===== config.mk =====
export PLATFORM = sky130hd
export DESIGN_NAME = beep_scheduler_flat
export DESIGN_NICKNAME = d
export VERILOG_FILES = /design/src/rtl/beep_pkg.sv /design/src/rtl/beep_scheduler_if.sv /design/src/rtl/beep_tone_gen.sv /design/src/rtl/beep_scheduler.sv /design/src/flat_wrapper.sv
export SDC_FILE = /design/constraint.sdc
export NUM_CORES = 1
export LEC_CHECK = 0
export ABC_AREA = 1
export CORE_ASPECT_RATIO = 1.75
export CORE_MARGIN = 2
export CORE_UTILIZATION = 60
export DETAILED_ROUTE_END_ITERATION = 8
export GPL_TIMING_DRIVEN = 0
export PLACE_DENSITY = 0.87
export RECOVER_POWER = 50
export SLEW_MARGIN = 20
export SYNTH_ARGS = -nofsm -noshare
export SYNTH_HDL_FRONTEND = slang
export SYNTH_SLANG_ARGS = --single-unit

===== constraint.sdc =====
create_clock -name sys_clk -period 2 [get_ports sys_clk]
set_clock_uncertainty 0.1 [all_clocks]
set_input_delay 0.3 -clock sys_clk [delete_from_list [all_inputs] [get_ports sys_clk]]
set_output_delay 0.3 -clock sys_clk [all_outputs]
set_load 0.01 [all_outputs]

===== src/rtl/beep_pkg.sv =====
// Shared types for the beep scheduler: FSM encoding, requester indices and the
// fixed per-requester beep pattern table.
package beep_pkg;

    typedef enum logic [1:0] {
        ST_IDLE = 2'd0,
        ST_ON   = 2'd1,
        ST_OFF  = 2'd2
    } state_e;

    localparam int NUM_REQ    = 3;
    localparam int REQ_KEY    = 0;
    localparam int REQ_DOUBLE = 1;
    localparam int REQ_LONG   = 2;

    typedef struct packed {
        logic [1:0] beeps;
        logic       is_long;
    } pattern_t;

    function automatic pattern_t pattern_of(input logic [NUM_REQ-1:0] sel);
        pattern_t p;
        p.beeps   = 2'd1;
        p.is_long = 1'b0;
        if (sel[REQ_LONG]) begin
            p.beeps   = 2'd1;
            p.is_long = 1'b1;
        end else if (sel[REQ_DOUBLE]) begin
            p.beeps   = 2'd2;
            p.is_long = 1'b0;
        end
        return p;
    endfunction

    // One-hot of the highest set bit; the later loop iterations win.
    function automatic logic [NUM_REQ-1:0] pick_highest(input logic [NUM_REQ-1:0] pend);
        logic [NUM_REQ-1:0] g;
        g = '0;
        for (int i = 0; i < NUM_REQ; i++) begin
            if (pend[i]) begin
                g    = '0;
                g[i] = 1'b1;
            end
        end
        return g;
    endfunction

endpackage


===== src/rtl/beep_scheduler_if.sv =====
// Request/grant and buzzer signals of the beep scheduler, plus a debug view of its FSM.
interface beep_scheduler_if;
    import beep_pkg::*;

    // req bits are one-cycle pulses that are remembered until served; grant is a
    // one-hot one-cycle pulse naming the requester whose pattern starts next.
    logic [NUM_REQ-1:0] req;
    logic               mute;
    logic               abort;
    logic [NUM_REQ-1:0] grant;
    logic               busy;
    logic               beep;
    state_e             dbg_state;

    modport master (output req, mute, abort, input grant, busy, beep, dbg_state);
    modport slave  (input req, mute, abort, output grant, busy, beep, dbg_state);

endinterface


===== src/rtl/beep_tone_gen.sv =====
// Square-wave (or constant) buzzer drive; the waveform restarts high whenever run rises.
module beep_tone_gen #(
    parameter int TONE_HALF = 50_000,
    parameter int TONE_EN   = 1
) (
    input  logic clk,
    input  logic rst,
    input  logic run,
    input  logic mute,
    output logic beep
);

    localparam int CW = $clog2(TONE_HALF + 1);

    logic [CW-1:0] cnt_q, cnt_d;
    logic          lvl_q, lvl_d;
    logic          run_q;
    logic          beep_q, beep_d;

    always_comb begin
        cnt_d = '0;
        lvl_d = 1'b1;
        if (run && run_q) begin
            if (cnt_q == CW'(TONE_HALF - 1)) begin
                cnt_d = '0;
                lvl_d = ~lvl_q;
            end else begin
                cnt_d = cnt_q + CW'(1);
                lvl_d = lvl_q;
            end
        end
        beep_d = run && !mute && ((TONE_EN != 0) ? lvl_d : 1'b1);
    end

    always_ff @(posedge clk) begin
        if (rst) begin
            cnt_q  <= '0;
            lvl_q  <= 1'b0;
            run_q  <= 1'b0;
            beep_q <= 1'b0;
        end else begin
            cnt_q  <= cnt_d;
            lvl_q  <= lvl_d;
            run_q  <= run;
            beep_q <= beep_d;
        end
    end

    assign beep = beep_q;

endmodule


===== src/rtl/beep_scheduler.sv =====
// Priority beep scheduler: latches request pulses and plays one fixed beep pattern
// at a time, non-preemptive, with exact ON/OFF timing counted from each state entry.
module beep_scheduler
    import beep_pkg::*;
#(
    parameter int UNIT_CNT  = 200_000,
    parameter int TONE_HALF = 50_000,
    parameter int TONE_EN   = 1,
    parameter int SHORT_MS  = 100,
    parameter int LONG_MS   = 500,
    parameter int GAP_MS    = 100
) (
    input  logic              sys_clk,
    input  logic              sys_rst,
    beep_scheduler_if.slave   bus
);

    localparam int MAX_ON = (LONG_MS > SHORT_MS) ? LONG_MS : SHORT_MS;
    localparam int MAX_MS = (GAP_MS > MAX_ON) ? GAP_MS : MAX_ON;
    localparam int UW     = $clog2(UNIT_CNT + 1);
    localparam int MW     = $clog2(MAX_MS + 1);

    state_e             state_q, state_d;
    logic [NUM_REQ-1:0] pending_q, pending_d;
    logic [NUM_REQ-1:0] grant_q, grant_d;
    logic               busy_q, busy_d;
    logic [1:0]         beeps_q, beeps_d;
    logic               long_q, long_d;
    logic [UW-1:0]      unit_q, unit_d;
    logic [MW-1:0]      ms_q, ms_d;

    logic [NUM_REQ-1:0] pick;
    logic [NUM_REQ-1:0] served;
    pattern_t           pat;
    logic               unit_last;
    logic               take;
    logic [MW-1:0]      on_last;

    always_comb begin
        state_d   = state_q;
        beeps_d   = beeps_q;
        long_d    = long_q;
        grant_d   = '0;
        served    = '0;
        take      = 1'b0;
        pick      = pick_highest(pending_q);
        pat       = pattern_of(pick);
        unit_last = (unit_q == UW'(UNIT_CNT - 1));
        on_last   = long_q ? MW'(LONG_MS - 1) : MW'(SHORT_MS - 1);
        unit_d    = unit_last ? '0 : unit_q + UW'(1);
        ms_d      = unit_last ? ms_q + MW'(1) : ms_q;

        case (state_q)
            ST_IDLE: begin
                unit_d = '0;
                ms_d   = '0;
                // The grant pulse occupies one IDLE cycle; ON follows it.
                if (grant_q != '0) begin
                    state_d = ST_ON;
                end else begin
                    take = (pending_q != '0);
                end
            end
            ST_ON: begin
                if (unit_last && ms_q == on_last) begin
                    state_d = ST_OFF;
                    unit_d  = '0;
                    ms_d    = '0;
                    beeps_d = beeps_q - 2'd1;
                end
            end
            ST_OFF: begin
                if (unit_last && ms_q == MW'(GAP_MS - 1)) begin
                    unit_d = '0;
                    ms_d   = '0;
                    if (beeps_q != '0) begin
                        state_d = ST_ON;
                    end else begin
                        state_d = ST_IDLE;
                        take    = (pending_q != '0);
                    end
                end
            end
            default: begin
                state_d = ST_IDLE;
                unit_d  = '0;
                ms_d    = '0;
            end
        endcase

        if (take) begin
            served  = pick;
            grant_d = pick;
            beeps_d = pat.beeps;
            long_d  = pat.is_long;
        end

        // A req pulse landing on its own service cycle stays pending.
        pending_d = (pending_q & ~served) | bus.req;

        if (bus.abort) begin
            state_d   = ST_IDLE;
            pending_d = '0;
            grant_d   = '0;
            beeps_d   = '0;
            unit_d    = '0;
            ms_d      = '0;
        end

        busy_d = (state_d != ST_IDLE);
    end

    always_ff @(posedge sys_clk) begin
        if (sys_rst) begin
            state_q   <= ST_IDLE;
            pending_q <= '0;
            grant_q   <= '0;
            busy_q    <= 1'b0;
            beeps_q   <= '0;
            long_q    <= 1'b0;
            unit_q    <= '0;
            ms_q      <= '0;
        end else begin
            state_q   <= state_d;
            pending_q <= pending_d;
            grant_q   <= grant_d;
            busy_q    <= busy_d;
            beeps_q   <= beeps_d;
            long_q    <= long_d;
            unit_q    <= unit_d;
            ms_q      <= ms_d;
        end
    end

    beep_tone_gen #(
        .TONE_HALF (TONE_HALF),
        .TONE_EN   (TONE_EN)
    ) u_tone (
        .clk  (sys_clk),
        .rst  (sys_rst),
        .run  (state_d == ST_ON),
        .mute (bus.mute),
        .beep (bus.beep)
    );

    assign bus.grant     = grant_q;
    assign bus.busy      = busy_q;
    assign bus.dbg_state = state_q;

endmodule


===== src/flat_wrapper.sv =====
// flat-port wrapper written by rule: the top's interface ports become plain ports
module beep_scheduler_flat import beep_pkg::*;
#(
    parameter int UNIT_CNT  = 200_000,
    parameter int TONE_HALF = 50_000,
    parameter int TONE_EN   = 1,
    parameter int SHORT_MS  = 100,
    parameter int LONG_MS   = 500,
    parameter int GAP_MS    = 100
)
  (sys_clk, sys_rst, bus_req, bus_mute, bus_abort, bus_grant, bus_busy, bus_beep, bus_dbg_state);
  beep_scheduler_if bus_i ();
  input  logic sys_clk;
  input  logic sys_rst;
  input wire logic [$bits(bus_i.req)-1:0] bus_req;
  input wire logic [$bits(bus_i.mute)-1:0] bus_mute;
  input wire logic [$bits(bus_i.abort)-1:0] bus_abort;
  output wire logic [$bits(bus_i.grant)-1:0] bus_grant;
  output wire logic [$bits(bus_i.busy)-1:0] bus_busy;
  output wire logic [$bits(bus_i.beep)-1:0] bus_beep;
  output wire logic [$bits(bus_i.dbg_state)-1:0] bus_dbg_state;
  assign bus_i.req = bus_req;
  assign bus_i.mute = bus_mute;
  assign bus_i.abort = bus_abort;
  assign bus_grant = bus_i.grant;
  assign bus_busy = bus_i.busy;
  assign bus_beep = bus_i.beep;
  assign bus_dbg_state = bus_i.dbg_state;
  beep_scheduler #(.UNIT_CNT(UNIT_CNT), .TONE_HALF(TONE_HALF), .TONE_EN(TONE_EN), .SHORT_MS(SHORT_MS), .LONG_MS(LONG_MS), .GAP_MS(GAP_MS)) u_core (.sys_clk(sys_clk), .sys_rst(sys_rst), .bus(bus_i));
endmodule

-- Word level (Yosys, flattened, before mapping)
Index checks and enable logic that the tools add are counted.
- add/sub/neg operators: 4
- multipliers: 0
- divide/modulo/power cells: 0
- magnitude comparators: 0
- equal/unequal tests: 7
- shift operators: 0
- mux-type cells: 30
- bitwise operators: 5
- reduce and logical (&&, ||, !) cells: 16
- operator list (kind ; number):
    $mux W18 ; 3
    $mux W9 ; 4
    $pmux W18 S2 ; 1
    $add A18 B1 Y18 const B ; 1
    $eq A18 B18 Y1 const B ; 1
    $pmux W9 S2 ; 1
    $add A16 B1 Y16 const B ; 1
    $eq A16 B16 Y1 const B ; 1
    $mux W2 ; 8
    $mux W3 ; 4
    $add A9 B1 Y9 const B ; 1
    $eq A9 B7 Y1 const B ; 1
    $eq A9 B9 Y1 ; 1
    $reduce_bool A2 Y1 ; 4
    $mux W1 ; 7
    $pmux W2 S3 ; 1
    $reduce_bool A3 Y1 ; 2
    $logic_and A1 B1 Y1 ; 5
    $eq A2 B1 Y1 const B ; 2
    $and A3 B3 Y3 ; 1
    $not A3 Y3 ; 1
    $or A3 B3 Y3 ; 1
    $reduce_or A3 Y1 ; 1
    $eq A2 B2 Y1 const B ; 1
    other kinds (7) ; 8
- flip-flop bits (word level): 58
- bits in latches: 0
- bits in writable memories: 0
- ROM bits: 0
- input bits: 7
- output and inout bits: 7
- logic and storage cells: 74
- memories kept: 0

-- Logic depth before layout (Yosys ltp)
- depth after elaboration: 10
- gate-level depth with buffers: 13
- gate-level depth less buffers: 13

-- Hierarchy
Synthesis repeated with hierarchy kept, for this count alone.
- cell total of the unflattened synthesis: 398
- area, all modules: 2999.1 sq um
- modules (own cells, without submodules) (module ; times used ; cells an instance ; area an instance (sq um) ; seq. area each (sq um)):
    beep_scheduler ; 1 ; 270 ; 2083.2 ; 780.7
    beep_tone_gen ; 1 ; 128 ; 915.9 ; 380.4

-- Worst setup path before layout
No wires, ideal clock.
- path type: reg-to-reg
- start point: reg u_core.state_q[0], in the netlist u_core.bus.dbg_state[0]
- end point: reg u_core.unit_q[10]
- setup time: 0.128 ns
- arrival: 1.620 ns
- path slack: 0.152 ns
- stages on the path, launching flop included: 7
- clock period less this slack: 1.848 ns
- cell sequence: dfxtp_1 > inv_1 > ha_1 > or2_2 > nand3_1 > clkbuf_1 > nor2_1
- cells in the longest elaborated chain, start to end: 2
- elaborated cells between the ends (all ways): 3
- those cells by class: eq/ne: 2; mux: 1
- RTL lines (element ; line ; RTL):
    from (decl) ; beep_scheduler.sv:23 ; state_e state_q, state_d;
    from (signal assigned) ; beep_scheduler.sv:124 ; state_q <= state_d;
    $eq A2 B2 Y1 / $eq A2 B1 Y1 (equally long branches) ; beep_scheduler.sv:53 ; case (state_q)
    $pmux W18 S2 (*) ; beep_scheduler.sv:53 ;
    to (signal assigned) ; beep_scheduler.sv:130 ; unit_q <= unit_d;
    to (decl) ; beep_scheduler.sv:29 ; logic [UW-1:0] unit_q, unit_d;
Mark *: on every way between the ends. The rest lies on a longest branch, timed or not.
A chain may end at the register's enable or synchronous reset.

-- Worst setup path after layout
- start point: reg u_core.unit_q[11]
- end point: reg u_core.beeps_q[1]
- cells in the longest elaborated chain, start to end: 6
- elaborated cells between the ends (all ways): 9
- those cells by class: eq/ne: 1; mux: 3; reduce/logical: 5
- RTL lines (element ; line ; RTL):
    $eq A18 B18 Y1 (*) ; beep_scheduler.sv:48 ; unit_last = (unit_q == UW'(UNIT_CNT - 1));
    $logic_and A1 B1 Y1 ; beep_scheduler.sv:73 ; if (unit_last && ms_q == MW'(GAP_MS - 1)) begin
    $mux W1 ; beep_scheduler.sv:73 ;
    $pmux W1 S2 ; beep_scheduler.sv:53 ;
    $reduce_bool A2 Y1 (no line) ; -- ;
    $reduce_and A2 Y1 (no line) ; -- ;
    to (signal assigned) ; beep_scheduler.sv:128 ; beeps_q <= beeps_d;
    to (decl) ; beep_scheduler.sv:27 ; logic [1:0] beeps_q, beeps_d;
Marks and branches as above.

==> results.py <==
metrics = {
    "run_status": {
        "status": "finished, final reports clean",
    },
    "floorplanning": {
        "core_area_mm2": 0.004892,
        "fp.dieH_um": 97.63,
        "dieArea_mm2": 0.005613,
        "row_count": 34,
        "die_x_um": 57.50,
        "initial_utilization": 0.6143,
        "io_pins": 14,
    },
    "grt": {
        "grt_pass1_wl_um": 10820,
        "grtUsageTotal": 0.2447,
        "grt_pass1_vias": 2675,
        "grt_max_degree": 11,
        "antenna_found_initial": 0,
        "grt_overflow_total": 0,
    },
    "clock_tree": {
        "cts_root_buf": "clkbuf_8",
        "cts.clk_slew.worst_paths_ps": 60,
        "cts_buffers": 9,
        "cts_sinks": 58,
        "cts_tree": "done",
        "cts_buffer_depth": 2,
        "clock_latency_ps": 340,
        "htree_levels": 3,
    },
    "placement": {
        "placed_area_mm2": 0.003203,
        "place.gp.congestion": 0.8819,
        "dp_slack_ps": -325.3,
        "io_buffers": 13,
        "post-dp-hpwl_um": 4452,
    },
    "route": {
        "drtAntennaViolNets": 0,
        "wl_um": 6570,
        "wl_per_cell_um": 13.27,
        "drt_iter0_drc": 98,
        "vias": 2715,
        "vias_per_cell": 5.485,
        "drtPass1Iterations": 4,
        "drc": 0,
    },
    "sta": {
        "tightest_slew_ps": 360.0,
        "setup_tns_ps": 0,
        "finalHoldViolations": 0,
        "slew-limit-headroom": 0.7593,
        "finalCriticalPeriod_ps": 1923,
        "finalSetupViolCount": 0,
        "period_share": 0.9614,
        "fmax_mhz": 520.1,
        "report.final.slew_viol_count": 0,
        "fin_ws_ps": 77.25,
    },
    "synth": {
        "postSynthCellCount": 408,
        "syn_nets": 423,
        "synthTopCellsByArea": "dfxtp_1 39%, nor2_1 9.2%, nand2_1 8.9%",
        "synth_edf_count": 0,
        "ys.flop_type": "dfxtp_1",
        "seq_area_frac_synth": 0.3863,
        "synthArstFlopShare": 0,
        "synth_top_area_cell": "dfxtp_1",
        "avgSynthCellArea_um2": 7.366,
        "yosysTopAreaCellShare": 0.3863,
        "synth-seq-cells": 58,
        "synth_cell_types": 30,
        "ys_warn_count": 0,
        "netlist_area_mm2": 0.003005,
    },
    "job": {
        "cap_violations": 0,
    },
    "finish": {
        "drive_gt1_frac": 0.1814,
        "nets": 453,
        "area_growth_pct": 19.15,
        "stdcell_area_mm2": 0.003581,
        "n_fill_cell": 344,
        "antenna_cells": 0,
    },
    "hold_path": {
        "hold_class": "flop to flop",
    },
    "critical_path": {
        "cp.required_ps": 2130,
        "end_kind": "flop",
        "crit_fanout": 6,
        "critPathLaunchType": "flop",
        "critical_path_class": "flop to flop",
        "arrival_ps": 2050,
    },
    "pwr": {
        "power.density_mw_per_mm2": 600.0,
        "vdd_drop_max_uv": 611.8,
        "p_leak_nw": 1.403,
    },
}
==> cells in the mapped netlist (2+ instances only) <==
master    count
nand3b_1      3
dfxtp_1      58
xnor2_1       4
nor3b_1       3
a21oi_1      10
nand3_2       4
nand2_1      71
nand3_1      27
nand2_2       5
nor2_4       10
nor4_1        2
inv_1        60
o21ai_0       7
xor2_1       22
nand4_1      11
nor3_2        3
nor2_1       74
ha_1          8
nor2_2        6
nor3_1        9
o21a_1        2
==> final timing paths <==
check / start / slack (ps) / cells past startpoint / end
max: u_core.unit_q[11] / 80 / 11 / u_core.beeps_q[1]
min: u_core.unit_q[0] / 340 / 1 / u_core.unit_q[0]
max reg2reg: u_core.unit_q[11] / 80 / 11 / u_core.beeps_q[1]
min reg2reg: u_core.unit_q[0] / 340 / 1 / u_core.unit_q[0]
==> report_power, final <==
part | internal (mW) | switching (mW) | total [mW] | leakage, nW
sequential | 1.16 | 0.00578 | 1.17 | 0.473
combinational | 0.0384 | 0.0504 | 0.0888 | 0.854
clock | 0.471 | 0.419 | 0.890 | 0.0766
==> layout by cell type (no fill, tap or decap), types with 5 or more instances in the layout <==
cell,n
nor2_1,68
inv_1,59
dfxtp_1,49
dlygate4sd3_1,6
nor2_4,13
ha_1,5
clkdlybuf4s50_1,7
nor2_2,9
clkbuf_8,10
a21oi_1,9
xor2_1,22
nand2_1,70
nand3_2,6
nand2_2,5
dfxtp_2,9
nor3_1,6
nand4_1,11
o21ai_0,7
nand3_1,23
==> worst max-delay path, stage by stage (launching register included) <==
cell,delay (ps)
dfxtp_1,390
nand2_2,100
inv_2,120
nand3_1,90
nor2_1,170
nand3_2,130
nor2_2,170
nand3b_4,130
nand3_1,120
nand2_1,120
nor2_1,130
nor2_1,50
==> what timing repair did <==
item,in CTS,in global routing
hold buffers,0,0
endpoints found under the setup margin,28,44
cloned,0,1
pin swaps,2,10
resized for setup,10,33
setup buffers,1,4
==> sequential cells by signal, summed over array words and instances (netlist names) <==
name	count
u_core.beeps_q	2
u_core.bus.busy	1
u_core.bus.dbg_state	2
u_core.bus.grant	3
u_core.long_q	1
u_core.ms_q	9
u_core.pending_q	3
u_core.u_tone.beep	1
u_core.u_tone.cnt_q	16
u_core.u_tone.lvl_q	1
u_core.u_tone.run_q	1
u_core.unit_q	18
==> per-layer routing <==
| metal | GRT usage | wire [µm] | part of all wire | up-vias |
|---|---|---|---|---|
| met5 | 0 | 0 | 0 | - |
| met4 | 0.1395 | 250 | 0.038 | 0 |
| met3 | 0.05593 | 217 | 0.033 | 25 |
| met2 | 0.4379 | 3607 | 0.55 | 66 |
| met1 | 0.2475 | 2494 | 0.38 | 1280 |
| li1 | - | - | - | 1344 |
==> final cells by class <==
type / instances / area, µm² / share of cell area
clock buffer: 14 / 152.6 / 0.04263
inverter: 61 / 229.0 / 0.06394
tap: 54 / 67.56 / 0.01887
sequential: 58 / 1172 / 0.3274
timing repair buffer: 19 / 196.4 / 0.05486
buffer: 2 / 27.53 / 0.007687
multi-input combinational: 287 / 1735 / 0.4846
==> metrics by stage <==
stage                     power, mW  utilization  instances  hold WS [ps]
final                         2.149       0.7320        495         336.5
after global routing          2.214       0.7320        495         357.5
after CTS                     2.151       0.6959        490         356.7
after detailed placement      1.275       0.6547        475         340.5
after global placement        1.272       0.6547        475         329.7
after floorplan               1.247            -        408         269.1
==> cell families (layout without fill, tap and decap cells) <==
family                   after synthesis  count (layout)  synth area share
AND/OR/NAND/NOR                      231             231            0.3797
buffers and inverters                 63              96           0.08410
flip-flops                            58              58            0.3863
XOR/XNOR                              26              26           0.07577
AO/OA/AOI/OAI                         22              22           0.04080
adder cells (fa/ha/maj)                8               8           0.03331
(Power assumes the default switching activity.)
